<file path="src/rtl/frame_burst_addr_gen.sv">
// Read-side frame walker: requests a buffer from the mutex controller, then issues per-line bursts.
// Optional dropped-frame counter enabled by defining MBUF_OVERRUN_CNT_EN.
module frame_burst_addr_gen #(
    parameter int C_ADDR_WIDTH      = 32,
    parameter int C_IMG_WBITS       = 12,
    parameter int C_IMG_HBITS       = 12,
    parameter int C_BYTES_PER_PIXEL = 4,
    parameter int C_BURST_PIXELS    = 16
) (
    input  logic                                  clk,
    input  logic                                  resetn,
    input  logic [C_IMG_WBITS-1:0]                img_width,
    input  logic [C_IMG_HBITS-1:0]                img_height,
    input  logic [C_ADDR_WIDTH-1:0]               line_stride,
    input  logic                                  frame_start,
    output logic                                  buf_sof,
    input  logic [C_ADDR_WIDTH-1:0]               buf_addr,
    output logic                                  cmd_valid,
    input  logic                                  cmd_ready,
    output logic [C_ADDR_WIDTH-1:0]               cmd_addr,
    output logic [$clog2(C_BURST_PIXELS):0]       cmd_len,
    output logic                                  cmd_eol,
    output logic                                  cmd_eof,
    output logic                                  busy,
    output logic                                  frame_done,
    output logic [7:0]                            overrun_cnt
);

    localparam int LEN_W     = $clog2(C_BURST_PIXELS) + 1;
    localparam int BPP_SHIFT = $clog2(C_BYTES_PER_PIXEL);
    localparam logic [C_IMG_WBITS-1:0] BURST_W = C_IMG_WBITS'(C_BURST_PIXELS);

    localparam logic [2:0] ST_IDLE  = 3'd0;
    localparam logic [2:0] ST_SOF   = 3'd1;
    localparam logic [2:0] ST_LATCH = 3'd2;
    localparam logic [2:0] ST_CMD   = 3'd3;
    localparam logic [2:0] ST_DONE  = 3'd4;

    logic [2:0]              state_reg,     state_next;
    logic [C_IMG_WBITS-1:0]  width_reg,     width_next;
    logic [C_IMG_HBITS-1:0]  height_reg,    height_next;
    logic [C_ADDR_WIDTH-1:0] stride_reg,    stride_next;
    logic [C_ADDR_WIDTH-1:0] line_base_reg, line_base_next;
    logic [C_ADDR_WIDTH-1:0] cur_addr_reg,  cur_addr_next;
    logic [C_IMG_WBITS-1:0]  pix_rem_reg,   pix_rem_next;
    logic [C_IMG_HBITS-1:0]  line_rem_reg,  line_rem_next;

    logic [C_ADDR_WIDTH-1:0] addr_inc;
    logic [C_ADDR_WIDTH-1:0] next_line_base;
    logic                    valid_next;
    logic [LEN_W-1:0]        len_next;
    logic                    eol_next;
    logic                    eof_next;

    always_comb begin
        state_next     = state_reg;
        width_next     = width_reg;
        height_next    = height_reg;
        stride_next    = stride_reg;
        line_base_next = line_base_reg;
        cur_addr_next  = cur_addr_reg;
        pix_rem_next   = pix_rem_reg;
        line_rem_next  = line_rem_reg;
        addr_inc       = C_ADDR_WIDTH'(cmd_len) << BPP_SHIFT;
        next_line_base = line_base_reg + stride_reg;

        case (state_reg)
            ST_IDLE: begin
                if (frame_start) begin
                    width_next  = img_width;
                    height_next = img_height;
                    stride_next = line_stride;
                    state_next  = ST_SOF;
                end
            end
            ST_SOF: begin
                state_next = ST_LATCH;
            end
            ST_LATCH: begin
                line_base_next = buf_addr;
                cur_addr_next  = buf_addr;
                pix_rem_next   = width_reg;
                line_rem_next  = height_reg;
                if (width_reg == '0 || height_reg == '0)
                    state_next = ST_DONE;
                else
                    state_next = ST_CMD;
            end
            ST_CMD: begin
                // cmd_valid is always high in this state, so cmd_ready alone means acceptance
                if (cmd_ready) begin
                    if (cmd_eol) begin
                        line_base_next = next_line_base;
                        cur_addr_next  = next_line_base;
                        pix_rem_next   = width_reg;
                        line_rem_next  = line_rem_reg - C_IMG_HBITS'(1);
                        if (cmd_eof)
                            state_next = ST_DONE;
                    end else begin
                        pix_rem_next  = pix_rem_reg - C_IMG_WBITS'(cmd_len);
                        cur_addr_next = cur_addr_reg + addr_inc;
                    end
                end
            end
            ST_DONE: begin
                state_next = ST_IDLE;
            end
            default: begin
                state_next = ST_IDLE;
            end
        endcase
    end

    // Command fields are derived from the next-state counters so every output stays registered.
    always_comb begin
        valid_next = (state_next == ST_CMD);
        len_next   = (pix_rem_next > BURST_W) ? LEN_W'(C_BURST_PIXELS) : LEN_W'(pix_rem_next);
        eol_next   = (pix_rem_next <= BURST_W);
        eof_next   = eol_next && (line_rem_next == C_IMG_HBITS'(1));
    end

    always_ff @(posedge clk) begin
        if (!resetn) begin
            state_reg     <= ST_IDLE;
            width_reg     <= '0;
            height_reg    <= '0;
            stride_reg    <= '0;
            line_base_reg <= '0;
            cur_addr_reg  <= '0;
            pix_rem_reg   <= '0;
            line_rem_reg  <= '0;
            buf_sof       <= 1'b0;
            cmd_valid     <= 1'b0;
            cmd_addr      <= '0;
            cmd_len       <= '0;
            cmd_eol       <= 1'b0;
            cmd_eof       <= 1'b0;
            busy          <= 1'b0;
            frame_done    <= 1'b0;
        end else begin
            state_reg     <= state_next;
            width_reg     <= width_next;
            height_reg    <= height_next;
            stride_reg    <= stride_next;
            line_base_reg <= line_base_next;
            cur_addr_reg  <= cur_addr_next;
            pix_rem_reg   <= pix_rem_next;
            line_rem_reg  <= line_rem_next;
            buf_sof       <= (state_next == ST_SOF);
            busy          <= (state_next != ST_IDLE);
            frame_done    <= (state_next == ST_DONE);
            cmd_valid     <= valid_next;
            cmd_addr      <= valid_next ? cur_addr_next : '0;
            cmd_len       <= valid_next ? len_next : '0;
            cmd_eol       <= valid_next && eol_next;
            cmd_eof       <= valid_next && eof_next;
        end
    end

`ifdef MBUF_OVERRUN_CNT_EN
    logic [7:0] overrun_reg;

    always_ff @(posedge clk) begin
        if (!resetn)
            overrun_reg <= 8'd0;
        else if (frame_start && state_reg != ST_IDLE && overrun_reg != 8'hFF)
            overrun_reg <= overrun_reg + 8'd1;
    end

    assign overrun_cnt = overrun_reg;
`else
    assign overrun_cnt = 8'd0;
`endif

endmodule

</file>
<file path="config.mk">
export PLATFORM = sky130hd
export DESIGN_NAME = frame_burst_addr_gen
export DESIGN_NICKNAME = d
export VERILOG_FILES = /design/src/rtl/frame_burst_addr_gen.sv
export SDC_FILE = /design/constraint.sdc
export NUM_CORES = 1
export LEC_CHECK = 0
export BUFFER_PORTS_ARGS = -buffer_cell sky130_fd_sc_hd__buf_2
export CAP_MARGIN = 20
export CORE_MARGIN = 2
export CORE_UTILIZATION = 35
export DETAILED_ROUTE_END_ITERATION = 8
export GPL_TIMING_DRIVEN = 0
export REMOVE_ABC_BUFFERS = 1
export SKIP_LAST_GASP = 1
export SLEW_MARGIN = 40
export SYNTH_ARGS = -nofsm -noshare
export SYNTH_HDL_FRONTEND = slang
export SYNTH_SLANG_ARGS = --single-unit
</file>
<file path="constraint.sdc">
create_clock -name clk -period 3.4 [get_ports clk]
set_input_delay 0.68 -clock clk [delete_from_list [all_inputs] [get_ports clk]]
set_output_delay 0.68 -clock clk [all_outputs]
set_load 0.05 [all_outputs]
</file>
Yosys cells after proc, flatten, opt, wreduce, memory -nomap -nowiden
Index checks and enable logic that the tools add are counted.
{"block": "op_classes", "n_addsub": 4, "n_lt_le_gt_ge": 2, "eq_ne": 9, "muxes": 19, "n_bitwise": 2, "reduce_logical": 13}
{"op": "two-way mux 32 bit", "n": 4}
{"op": "case mux 32 bit (2 select lines)", "n": 2}
{"op": "two-way mux 12 bit", "n": 4}
{"op": "case mux 12 bit (2 select lines)", "n": 2}
{"op": "adder 32 bit", "n": 1}
{"op": "adder 32 x 7 -> 32 bit", "n": 1}
{"op": "zero test 12 bit", "n": 2}
{"op": "two-way mux 3 bit", "n": 5}
{"op": "equality test 12 x 1 -> 1 bit (second input constant)", "n": 1}
{"op": "greater-than comparator 12 x 5 -> 1 bit (second input constant)", "n": 1}
{"op": "<= comparator 12 x 5 -> 1 bit (second input constant)", "n": 1}
{"op": "case mux 3 bit (4 select lines)", "n": 1}
{"op": "subtractor 12 x 1 -> 12 bit (second input constant)", "n": 1}
{"op": "subtractor 12 x 5 -> 12 bit", "n": 1}
{"op": "equality test 3 x 2 -> 1 bit (second input constant)", "n": 3}
{"op": "equality test 3 x 1 -> 1 bit (second input constant)", "n": 2}
{"op": "two-way mux 5 bit", "n": 1}
{"op": "!= test 2 bit (second input constant)", "n": 2}
{"op": "AND reduction 2 bit", "n": 2}
{"op": "equality test 3 bit (second input constant)", "n": 1}
{"op": "logical AND 1 bit", "n": 3}
{"op": "zero test 3 bit", "n": 1}
{"op": "AND reduction 3 bit", "n": 1}
{"op": "nonzero test 3 bit", "n": 1}
{"op": "4 further kinds", "n": 5}
{"block": "word_totals", "reg_bits": 190, "input_bits": 92, "out_inout_bits": 51, "word_cells": 66}

Longest topological paths before layout
Gate-level depths: netlist of run 1.
{"block": "depth", "word_depth": 7, "mapped_depth": 12}

Least setup slack after synthesis of run 1
No wires, ideal clock.
{"block": "synth_timing", "path_type": "flip-flop to flip-flop", "startpoint": "register cmd_len[1]", "endpoint": "register cmd_eof", "setup_ns": 0.080, "arrival_ns": 2.804, "required_ns": 3.320, "setup_slack_ns": 0.516, "stages_incl_launch_ff": 12, "path_buffers": 0, "period_less_slack_ns": 2.884, "cell_sequence": "dfxtp_1 -> inv_1 -> ha_1 -> nor2b_1 -> o21ai_1 -> a21boi_1 -> o21ai_1 -> a21boi_0 -> o31ai_1 -> nand3_1 -> nor4_2 -> nor3b_1"}
{"block": "synth_between", "elab_chain_cells": 7}
{"element": "start: declaration", "line": "21", "source": "output logic [$clog2(C_BURST_PIXELS):0] cmd_len,"}
{"element": "start signal: assignment", "line": "154", "source": "cmd_len <= valid_next ? len_next : '0;"}
{"element": "subtractor 12 x 5 -> 12 bit", "line": "100", "source": "pix_rem_next = pix_rem_reg - C_IMG_WBITS'(cmd_len);"}
{"element": "two-way mux 12 bit", "line": "92", "source": "if (cmd_eol) begin"}
{"element": "two-way mux 12 bit", "line": "91", "source": "if (cmd_ready) begin"}
{"element": "case mux 12 bit (2 select lines)", "line": "67", "source": "case (state_reg)"}
{"element": "<= comparator 12 x 5 -> 1 bit", "line": "118", "source": "eol_next = (pix_rem_next <= BURST_W);"}
{"element": "logical AND 1 bit", "line": "119", "source": "eof_next = eol_next && (line_rem_next == C_IMG_HBITS'(1));"}
{"element": "logical AND 1 bit", "line": "156", "source": "cmd_eof <= valid_next && eof_next;"}
{"element": "end signal: assignment", "line": "156"}
{"element": "end: declaration", "line": "23", "source": "output logic cmd_eof,"}
Every way passes these cells.
A chain may end at the register's enable or synchronous reset.

Final worst setup path of run 1
{"block": "layout_timing", "startpoint": "register stride_reg[0]", "endpoint": "register cmd_addr[22]"}
{"block": "layout_between", "elab_chain_cells": 4}
{"element": "start: declaration", "line": "42", "source": "logic [C_ADDR_WIDTH-1:0] stride_reg, stride_next;"}
{"element": "start signal: assignment", "line": "144", "source": "stride_reg <= stride_next;"}
{"element": "adder 32 bit", "line": "65", "source": "next_line_base = line_base_reg + stride_reg;"}
{"element": "two-way mux 32 bit", "line": "92"}
{"element": "two-way mux 32 bit", "line": "91"}
{"element": "case mux 32 bit (2 select lines)", "line": "67"}
{"element": "end signal: assignment", "line": "153", "source": "cmd_addr <= valid_next ? cur_addr_next : '0;"}
{"element": "end: declaration", "line": "20", "source": "output logic [C_ADDR_WIDTH-1:0] cmd_addr,"}
Every way passes these cells.

==> results of run 1 <==
## layer usage
layer | vias to the layer above | wire [um]
met2 | 419 | 16300
met1 | 4956 | 15800
li1 | 5083 | -
met3 | 51 | 2330
met4 | 0 | 795
met5 | - | 0
## per-stage QoR
step	worst slack, ps	utilization	total power, mW
floorplan	-1990	-	4.21
global placement	-6920	0.384	4.83
detailed placement	-535	0.396	4.98
CTS	29.2	0.417	7.14
global route	17.1	0.419	7.52
finish	72.8	0.419	7.14
## worst max-delay path: cells and delay by family (launching register included)
family	cells	cell delay (ps)
compound gates	6	1440
xor+xnor	1	180
fa+ha+maj	2	660
flops	1	350
simple gates	2	540
## cell usage after synthesis (all sizes together), types with 17 or more instances
| master | number |
|---|---|
| o22ai | 37 |
| clkbuf | 74 |
| xor2 | 17 |
| xnor2 | 22 |
| and2 | 49 |
| and3 | 22 |
| inv | 37 |
| buf | 27 |
| dfxtp | 190 |
| nand4 | 17 |
| ha | 42 |
| nand2 | 188 |
| a31oi | 18 |
| nand3 | 22 |
| nor2 | 109 |
| o221ai | 29 |
| nor3 | 31 |
| a21oi | 189 |
| o21ai | 76 |
| a21o | 17 |
## where the power goes
group          switching [mW]  total (mW)  internal [mW]  leakage (nW)
Sequential              0.258        2.74           2.49          1.55
Clock                   0.967        2.15           1.19         0.304
Combinational            1.40        2.24          0.841          3.28
Total                    2.63        7.14           4.51          5.13
## area by class of cell
cell class	count	area, um^2
Tap cell	390	488
Fill cell	3112	17300
Inverter	38	173
Clock buffer	20	478
Timing Repair Buffer	149	952
Multi-Input combinational cell	1056	6430
Clock inverter	12	146
Sequential cell	190	3810
## what timing repair did
action / CTS / global route
buffers inserted: 0 / 2
endpoints found under the setup margin: 6 / 14
resized for setup: 3 / 9
pin swaps: 0 / 1
## kinds of logic after synthesis
| group | after synthesis | share of synthesized area |
|---|---|---|
| AOI/OAI and AO/OA | 462 | 0.271 |
| and+or+nand+nor | 488 | 0.217 |
| adders and majority gates | 45 | 0.0549 |
| buffers and inverters | 139 | 0.0537 |
| other | 1 | 0.000351 |
| muxes | 14 | 0.0139 |
| xor gates and xnor gates | 39 | 0.0320 |
| DFF | 190 | 0.356 |
## how the worst max path moves through the flow
stage	cells past startpoint	slack [ps]	startpoint	endpoint
3_3_place_gp	9	-6920	state_reg[1]	cmd_eof
5_1_grt	11	20	stride_reg[0]	cmd_addr[26]
6_report	11	70	stride_reg[0]	cmd_addr[22]
3_5_place_dp	9	-530	cmd_ready	cmd_len[1]
4_1_cts	9	30	state_reg[0]	cmd_eof
2_1_floorplan	9	-1990	state_reg[1]	cmd_eof
==> metrics.cfg, run 1 <==
[worst_hold_path]
whs_endpoint = stride_reg[24]
min_path_cells = 3
hp-class = in -> reg
min-delay-start = line_stride[24]

[global_routing]
busiest_layer = met2
globalRouteMet2Util = 0.368
gr-usage-all-layers = 0.220
grt_max_degree = 68
use_met3 = 0.0371
grt_pass1_wl_um = 54600
first_global_vias = 10100
use_met1 = 0.288
antenna_found_initial = 0
gr-total-overflow = 0

[layout]
area_growth_pct = 16.9
stdcell_area_um2 = 12500
drive_gt1_frac = 0.159
fin_nets = 1589
diodes = 0
fin_cells = 1855
final_common_cell = dfxtp_1
final_cell_mix = dfxtp_1, a21oi_1, nand2_1

[timing]
final_hold_viol_count = 0
rsz0062_at_grt = false
period_needed_ps = 3330
timing.fmax_mhz = 301
setup_viol_count_final = 0
timing.final.crit_share = 0.979
final_max_slew_viol_count = 0
worstMarginPinSlew_ps = 819
setup-tns-final_ps = 0
fin_worst_skew_ps = 12.9
slew_headroom = 0.454
hold_ws_ps = 466

[synth]
synth_top_area_frac = 0.356
ys_warn_count = 0
synth-edff-count = 0
ys_seq_area_frac = 0.356
synth_top_cells_by_area = dfxtp_1, a21oi_1, nand2_1
synthFlopType = dfxtp_1
avgSynthCellArea_um2 = 7.75
synth_top_area_cell = dfxtp_1
synth_cell_type_count = 83
async_flop_share = 0
syn_inst = 1378
ys_ff_latch = 190
syn_area_um2 = 10700

[drt]
vias_per_cell = 5.67
drtIter0Drc = 817
vias = 10500
wl_um = 35200
wl_per_cell_um = 19.0
drc_errors = 0
dr.pass1.iters = 5
ant_nets = 0

[placement]
dpl_cell_area_um2 = 11800
dp_cells = 1821
io_buffers = 134
gp_congestion = 0.899
place_hpwl_um = 24500

[clocking]
clock-sinks = 190
clkTransAtPathRegs_ps = 80
cts_root_buffer = clkbuf_16
clk_path_buf_depth = 2
clk_latency_ps = 440
numCtsBuffers = 17
cts_tree = built
cts_max_level = 4
hold_buffers = 0

[die]
io_pins = 143
start_util = 0.358
die_x_um = 179
dieArea_um2 = 31900
fp.dieH_um = 179
coreArea_um2 = 29800
fp-row-count = 63

[critical_path]
r2r_cells = 11
cp_cell_sequence = ha_1 -> fa_1 -> a21o_1 -> a21oi_2 -> nor3_1 -> or3_1 -> o22a_1 -> a21oi_4 -> xnor2_1 -> o21ai_1 -> a21oi_1
reg2reg_slack_ps = 70
cp-start-kind = register
slowest_stage = or3_1
reg2reg_from = stride_reg[0]
critPathArrivalTime_ps = 3640
endpoint_kind = register
crit_fanout = 5
max_stage_delay_ps = 450
worstReg2RegEnd = cmd_addr[22]
critical_path_class = reg -> reg
critPathRequiredTime_ps = 3710

[pwr]
ir_drop_mv = 0.371
power_density_nw_per_um2 = 572
p_leak_nw = 5.13

[status]
status = finished, final reports clean

[run]
maxCapViolCount = 0

No activity file was read; power rests on OpenSTA's default activity.
==> inputs of run 2 (changes only) <==
CORE_MARGIN = 8   (was 2)
REMOVE_ABC_BUFFERS = unset   (was 1)
==> run 2 against run 1 <==
  * Count of clock-buffer cells in the layout down 2
  * Final area barely moved
  * Die area is 14% higher
  * Sequential power barely moved
  * Critical endpoint is now cmd_addr[29]
  * Highest routed layer unchanged
==> metrics.cfg, run 2 (same netlist as run 1, synthesis figures left out) <==
[critical_path]
slowest_stage = a2111oi_4
cp-start-kind = register
max_stage_delay_ps = 430
endpoint_kind = register
path_delay_family = compound AO/OA/AOI/OAI gates
cp_cell_sequence = ha_1 -> nand3_1 -> o22ai_1 -> nand4_1 -> a2111oi_4 -> o2111ai_2 -> o311a_1 -> xor2_1 -> a21oi_1 -> o21a_1
critPathBufInv = 0
critical_path_class = reg -> reg
critPathArrivalTime_ps = 3590
critPathRequiredTime_ps = 3740
crit_fanout = 6

[drt]
vias = 11100
dr.pass1.iters = 6
wl_per_cell_um = 21.2
drtIter0Drc = 1141
vias_per_cell = 5.69
ant_nets = 0
drc_errors = 0
wl_um = 41200

[pwr]
p_leak_nw = 5.14
power_density_nw_per_um2 = 571
ir_drop_mv = 0.356

[placement]
gp_congestion = 0.959
place_hpwl_um = 32200
io_buffers = 134

[clocking]
cts_tree = built
cts_max_level = 4
numCtsBuffers = 17
clock-sinks = 190
cts_setup_buffers = 0
clk_path_buf_depth = 2
hold_buffers = 0
clkTransAtPathRegs_ps = 80
cts_root_buffer = clkbuf_16
clk_latency_ps = 450

[timing]
setup_viol_count_final = 0
rsz0062_at_grt = false
slew_headroom = 0.442
timing.final.crit_share = 0.956
final_hold_viol_count = 0
fin_worst_skew_ps = 13.3
setup-tns-final_ps = 0
final_max_slew_viol_count = 0
worstMarginPinSlew_ps = 837
timing.fmax_mhz = 308
period_needed_ps = 3250

[global_routing]
grt_max_degree = 19
first_global_vias = 10400
gr-usage-all-layers = 0.222
gr-total-overflow = 0
grt_pass1_wl_um = 62000
antenna_found_initial = 0

[die]
start_util = 0.352
fp-row-count = 64
die_x_um = 191
coreArea_um2 = 30300
fp.dieH_um = 191
dieArea_um2 = 36300
io_pins = 143

[layout]
final_common_cell = dfxtp_1
drive_gt1_frac = 0.142
utilization = 0.412
diodes = 0
area_growth_pct = 17.0
final_cell_mix = dfxtp_1, nand2_1, a21oi_1
fin_nets = 1674

[status]
status = finished, final reports clean

[run]
maxCapViolCount = 0

[worst_hold_path]
hp-class = in -> reg

[run 2: area by class of cell]
cell class	instances	area, um^2
Fill cell	3204	17900
Multi-Input combinational cell	1056	6370
Buffer	100	418
Inverter	38	156
Clock inverter	14	149
Timing Repair Buffer	134	671
Clock buffer	18	429
Sequential cell	190	3800
Tap cell	396	495
[run 2: through the flow]
| step | hold WS (ps) | instance area [um^2] | power, mW | worst slack [ps] | instances |
|---|---|---|---|---|---|
| after floorplan | 436 | 10700 | 4.29 | 516 | 1385 |
| after global placement | 452 | 11900 | 5.03 | -212 | 1915 |
| after detailed placement | 454 | 11900 | 5.06 | -228 | 1915 |
| after CTS | 449 | 12400 | 7.07 | 1.62 | 1947 |
| after global routing | 461 | 12500 | 7.48 | 13.1 | 1946 |
| final | 457 | 12500 | 7.14 | 149 | 1946 |
[run 2: final timing paths]
path	from	endpoint	slack, ps	cells after the start
min	img_width[6]	width_reg[6]	460	3
max	line_base_reg[2]	cmd_addr[29]	150	10
min reg2reg	stride_reg[2]	stride_reg[2]	460	2
max reg2reg	line_base_reg[2]	cmd_addr[29]	150	10
[run 2: worst register-to-register path, delay by kind of cell, from the launching register on]
family          cells  cell delay, ps
compound gates      6            1690
fa+ha+maj           1             380
flops               1             370
xor+xnor            1             360
simple gates        2             340
[run 2: timing repair]
| action | CTS | global route |
|---|---|---|
| pin swaps | 0 | 1 |
| resized for setup | 1 | 12 |
| endpoints found under the setup margin | 1 | 22 |
[run 2: power by group]
group | internal (mW) | leakage, nW | switching, mW
logic | 0.781 | 3.31 | 1.58
registers | 2.49 | 1.55 | 0.255
clock network | 1.04 | 0.285 | 0.999
total | 4.31 | 5.14 | 2.83
[run 2: routing by layer]
metal,part of all wire,track usage,up-vias
li1,-,-,5255
met1,0.45,0.308,5197
met2,0.43,0.334,545
met4,0.033,0.0767,0
met3,0.088,0.0474,81
met5,0,0,-
